[config.mk]
export PLATFORM = sky130hd
export DESIGN_NAME = keylock_param
export DESIGN_NICKNAME = d
export VERILOG_FILES = /design/src/rtl/keylock_param.sv
export SDC_FILE = /design/constraint.sdc
export NUM_CORES = 1
export LEC_CHECK = 0
export ABC_AREA = 1
export BUFFER_PORTS_ARGS = -buffer_cell sky130_fd_sc_hd__buf_2
export CAP_MARGIN = 20
export CORE_AREA = 2 2 43 45
export CTS_BUF_LIST = sky130_fd_sc_hd__clkbuf_2 sky130_fd_sc_hd__clkbuf_4 sky130_fd_sc_hd__clkbuf_8
export DETAILED_ROUTE_END_ITERATION = 8
export DIE_AREA = 0 0 45 47
export PLACE_DENSITY_LB_ADDON = 0.05
export SKIP_LAST_GASP = 1
export SLEW_MARGIN = 5
export SYNTH_ARGS = -nofsm -noshare
export SYNTH_HDL_FRONTEND = slang
export SYNTH_SLANG_ARGS = --single-unit
export TNS_END_PERCENT = 10
[constraint.sdc]
create_clock -name clk -period 2.2 [get_ports clk]
set_clock_uncertainty 0.2 [all_clocks]
set_input_delay 0.11 -clock clk [delete_from_list [all_inputs] [get_ports clk]]
set_output_delay 0.11 -clock clk [all_outputs]
set_load 0.05 [all_outputs]
[src/rtl/keylock_param.sv]
// Parametrised digit-sequence lock with failed-attempt lockout and alarm.
// Define KEYLOCK_PROG_EN to allow reprogramming the code while unlocked.
module keylock_param #(
    parameter int                         DIGIT_W        = 4,
    parameter int                         CODE_LEN       = 6,
    parameter logic [CODE_LEN*DIGIT_W-1:0] DEFAULT_CODE  = {4'd6, 4'd5, 4'd2, 4'd5, 4'd3, 4'd3},
    parameter int                         MAX_FAILS      = 3,
    parameter int                         LOCKOUT_CYCLES = 16,
    localparam int                        FW             = $clog2(MAX_FAILS + 1),
    localparam int                        IW             = $clog2(CODE_LEN)
) (
    input  logic               clk,
    input  logic               reset,
    input  logic               key_valid,
    input  logic [DIGIT_W-1:0] key,
    input  logic               relock,
    input  logic               prog_en,
    output logic               locked,
    output logic               alarm,
    output logic [FW-1:0]      fail_cnt,
    output logic [IW-1:0]      digit_idx
);
    localparam int TW = $clog2(LOCKOUT_CYCLES + 1);
    localparam int CW = CODE_LEN * DIGIT_W;

    typedef enum logic [1:0] {
        ENTRY    = 2'd0,
        UNLOCKED = 2'd1,
        LOCKOUT  = 2'd2,
        PROGRAM  = 2'd3
    } state_t;

    state_t             state_q, state_d;
    logic [IW-1:0]      idx_q, idx_d;
    logic [FW-1:0]      fail_q, fail_d;
    logic [TW-1:0]      timer_q, timer_d;
    logic [CW-1:0]      code_w;
    logic [DIGIT_W-1:0] exp_digit;
    logic [FW-1:0]      fail_inc;

`ifdef KEYLOCK_PROG_EN
    logic [CW-1:0] code_q, code_d, shadow_q, shadow_d;
    assign code_w = code_q;
`else
    assign code_w = DEFAULT_CODE;
`endif

    assign fail_inc = fail_q + 1'b1;

    always_comb begin
        exp_digit = '0;
        for (int i = 0; i < CODE_LEN; i++)
            if (idx_q == IW'(i)) exp_digit = code_w[i*DIGIT_W +: DIGIT_W];
    end

    always_comb begin
        state_d = state_q;
        idx_d   = idx_q;
        fail_d  = fail_q;
        timer_d = timer_q;
`ifdef KEYLOCK_PROG_EN
        code_d   = code_q;
        shadow_d = shadow_q;
`endif
        case (state_q)
            ENTRY: begin
                if (key_valid) begin
                    if (key == exp_digit) begin
                        if (idx_q == IW'(CODE_LEN - 1)) begin
                            state_d = UNLOCKED;
                            idx_d   = '0;
                            fail_d  = '0;
                        end else begin
                            idx_d = idx_q + 1'b1;
                        end
                    end else begin
                        // Bad digit restarts the attempt; it is not retried as digit 0.
                        idx_d  = '0;
                        fail_d = fail_inc;
                        if (fail_inc == FW'(MAX_FAILS)) begin
                            state_d = LOCKOUT;
                            timer_d = TW'(LOCKOUT_CYCLES);
                        end
                    end
                end
            end
            LOCKOUT: begin
                timer_d = timer_q - 1'b1;
                if (timer_q == TW'(1)) begin
                    state_d = ENTRY;
                    fail_d  = '0;
                    idx_d   = '0;
                end
            end
            UNLOCKED: begin
                if (relock) begin
                    state_d = ENTRY;
                end else if (prog_en) begin
`ifdef KEYLOCK_PROG_EN
                    state_d = PROGRAM;
                    idx_d   = '0;
`else
                    state_d = UNLOCKED;
`endif
                end
            end
`ifdef KEYLOCK_PROG_EN
            PROGRAM: begin
                if (relock) begin
                    state_d = ENTRY;
                    idx_d   = '0;
                end else if (key_valid) begin
                    for (int i = 0; i < CODE_LEN; i++)
                        if (idx_q == IW'(i)) shadow_d[i*DIGIT_W +: DIGIT_W] = key;
                    if (idx_q == IW'(CODE_LEN - 1)) begin
                        code_d  = shadow_d;
                        state_d = ENTRY;
                        idx_d   = '0;
                    end else begin
                        idx_d = idx_q + 1'b1;
                    end
                end
            end
`endif
            default: begin
                state_d = ENTRY;
                idx_d   = '0;
                fail_d  = '0;
                timer_d = '0;
            end
        endcase
    end

    always_ff @(posedge clk or posedge reset) begin
        if (reset) begin
            state_q  <= ENTRY;
            idx_q    <= '0;
            fail_q   <= '0;
            timer_q  <= '0;
`ifdef KEYLOCK_PROG_EN
            code_q   <= DEFAULT_CODE;
            shadow_q <= DEFAULT_CODE;
`endif
        end else begin
            state_q  <= state_d;
            idx_q    <= idx_d;
            fail_q   <= fail_d;
            timer_q  <= timer_d;
`ifdef KEYLOCK_PROG_EN
            code_q   <= code_d;
            shadow_q <= shadow_d;
`endif
        end
    end

    assign locked    = !(state_q == UNLOCKED || state_q == PROGRAM);
    assign alarm     = (state_q == LOCKOUT);
    assign fail_cnt  = fail_q;
    assign digit_idx = idx_q;
endmodule

==> run summary <==
status: finished, final reports clean
Hold Fails Final Rpt: 0
worst IR drop on VDD: 0.589 mV
drc violations: 0
# clock sinks: 12
Buf/Inv on CP: 1
Clock Latency Late Sink: 270 ps
Sum Neg Setup Slack: 0 ps
post-cts sizing count: 0
vias per inst: 4.83
crit path cell chain: inv_1 -> ha_1 -> nor2_1 -> nand2_1 -> nand2_1 -> nand2_1 -> nand2_1 -> nand2_2 -> nor2_4 -> nand2_1 -> nand2_2 -> nand2_1 -> o21ai_1
Crit. End Element: register
pwr dens: 1180 mW/mm^2
relative slew slack: 67.8%
Net Count, Synth: 128
die width: 45 um
final core occ: 60.5%
drt pass-1 iters: 4
register area share after synthesis: 36.6%
Synth-to-Final Area Change: 21.6%
H-Tree Depth: 1
final hold slack: 8.92 ps
Starting DRT DRC Count: 11
CTS clock-pin slew for the worst setup and hold paths: 80 ps
via count: 754
Num CTS Buffers: 3
Period Utilization, post-route: 88.2%
crit path max fanout: 6
Root Driver: clkbuf_4
crit path launch type: register
RSZ-0062 raised after global routing: false
num ports: 16
DP HPWL: 1.32 mm
core footprint: 0.00165 mm^2
Final WS setup: 259 ps
Leak Pwr: 0.554 nW
# diodes: 0
Clock Path Buffers: 2
CTS tree: done
delay-heaviest family, CP: simple AND/OR/NAND/NOR gates
remaining antenna violation count: 0
Tightest Hold Check Type: in2reg
Avg WL per Cell: 10.5 um
Final #Nets: 153
Critical Path AT: 1940 ps
Setup Crit Path Kind: reg2reg
Slew Limit Fails: 0
initial antenna violation count: 0
FMAX: 0.515 GHz
Tightest Pin Transition: 483 ps
max cap viols: 0
Slowest-stage cell, CP: dfrtp_1
final WL: 1.63 mm
synth warn: 0
DIE HEIGHT: 47 um
Finish-stage setup viols: 0
dpl cells: 149
Synth Cell Area: 821 um^2
pin count of the biggest net entering global routing: 13
Initial Util: 49.7%
PortBufs: 15
Remaining Overflow, GRT: 0
Max stage delay on crit path: 440 ps
dpl ws: 283 ps
first-pass GRT wire length: 2.92 mm
GP Congestion: 0.783
floorplan row count: 15
CP required: 2190 ps
CP dominant cell by count: nand2_1
layout cells sized above 1: 23.7%
FF+latch count, synth: 12
vias in the first global route: 719
crit path time final: 1940 ps
Die ar.: 0.00212 mm^2
non-filler cells, final: 156
Syn Inst Count: 115
Total GRT Usage: 19.1%
Avg Cell Area, Syn: 7.14 um^2
count of different cell masters after synthesis: 22
==> registers in the layout, summed over array words and instances, names as in the netlist <==
register	count
digit_idx	3
fail_cnt	2
state_q	2
timer_q	5
==> worst reg2reg max path, stage by stage (launching register included) <==
cell	delay (ps)
dfrtp_1	440
inv_1	80
ha_1	220
nor2_1	120
nand2_1	80
nand2_1	70
nand2_1	40
nand2_1	60
nand2_2	70
nor2_4	120
nand2_1	100
nand2_2	130
nand2_1	60
o21ai_1	70
==> final cells by class <==
type	count	area, um^2
inverters	21	78.8
flip-flops and latches	12	300
repair buffers	20	120
multi-input cells	82	442
well taps	17	21.3
fillers	172	653
clock buffers	4	36.3
==> metrics by stage <==
step	power (mW)	instance area, um^2
2_1_floorplan	0.860	821
3_3_place_gp	0.996	932
3_5_place_dp	1.00	932
4_1_cts	1.19	998
5_1_grt	1.29	998
6_report	1.17	998
==> worst paths after layout <==
| kind | startpoint | to | slack (ps) | cells past startpoint |
|---|---|---|---|---|
| setup / recovery | digit_idx[2]$_DFFE_PP0P_ | timer_q[0]$_DFFE_PP0P_ | 260 | 13 |
| hold / removal | relock | state_q[0]$_DFFE_PP0P_ | 9 | 6 |
| setup reg to reg | digit_idx[2]$_DFFE_PP0P_ | timer_q[0]$_DFFE_PP0P_ | 260 | 13 |
| hold reg to reg | fail_cnt[0]$_DFFE_PP0P_ | fail_cnt[0]$_DFFE_PP0P_ | 300 | 1 |
| max in group asynchronous | reset | timer_q[2]$_DFFE_PP0P_ | 1280 | 3 |
| min in group asynchronous | reset | digit_idx[1]$_DFFE_PP0P_ | 190 | 3 |
==> placed cells by master, fill, tap and decap left out <==
master	Yosys	routed
nand2_1	35	35
inv_1	19	19
buf_2	0	15
dfrtp_1	12	12
nor2_1	8	8
o21ai_1	6	6
nand3_1	5	5
ha_1	4	4
nand3_2	3	3
o21ai_0	3	3
nand4_1	3	3
clkbuf_4	0	3
dlygate4sd3_1	0	3
inv_2	2	2
nor2_2	2	2
nand2_2	2	2
nor2_4	2	2
xor2_1	2	2
buf_4	0	2
nand3b_1	1	1
nor3b_1	1	1
o22ai_1	1	1
or2_2	1	1
nor3_1	1	1
xnor2_1	1	1
a21oi_1	1	1
clkbuf_8	0	1
==> synth_stat cells <==
cell / instances / area, um^2
a21oi_1: 1 / 5.00
dfrtp_1: 12 / 300
ha_1: 4 / 50.1
inv_1: 19 / 71.3
inv_2: 2 / 7.51
nand2_1: 35 / 131
nand2_2: 2 / 12.5
nand3_1: 5 / 25.0
nand3_2: 3 / 30.0
nand3b_1: 1 / 7.51
nand4_1: 3 / 18.8
nor2_1: 8 / 30.0
nor2_2: 2 / 12.5
nor2_4: 2 / 22.5
nor3_1: 1 / 5.00
nor3b_1: 1 / 7.51
o21ai_0: 3 / 15.0
o21ai_1: 6 / 30.0
o22ai_1: 1 / 6.26
or2_2: 1 / 6.26
xnor2_1: 1 / 8.76
xor2_1: 2 / 17.5
==> logic make-up after synthesis <==
group | Yosys count | synth area share [%]
buf+inv | 21 | 9.60
compound gates | 11 | 6.86
flops | 12 | 36.6
simple gates | 64 | 37.7
fa+ha+maj | 4 | 6.10
xor+xnor | 3 | 3.20
==> where the power goes <==
part / switching (mW) / total (mW) / internal (mW) / leakage (nW)
Combinational: 0.414 / 0.624 / 0.210 / 0.381
Sequential: 0.0700 / 0.373 / 0.303 / 0.152
Clock: 0.0763 / 0.177 / 0.100 / 0.0210
Total: 0.560 / 1.17 / 0.613 / 0.554
==> layer usage <==
metal	part of all wire (%)	GRT usage [%]
met1	51	23.5
met2	45	32.3
met3	3.1	3.46
met4	0.74	9.41
met5	0	0
==> what timing repair did <==
action | 4_1_cts | 5_1_grt
endpoints found under the hold margin | 13 | 0
hold buffers | 3 | 0
buffers inserted | 0 | 0
setup endpoints to repair | 0 | 0
Note: power is estimated with default switching activity, not from simulation.
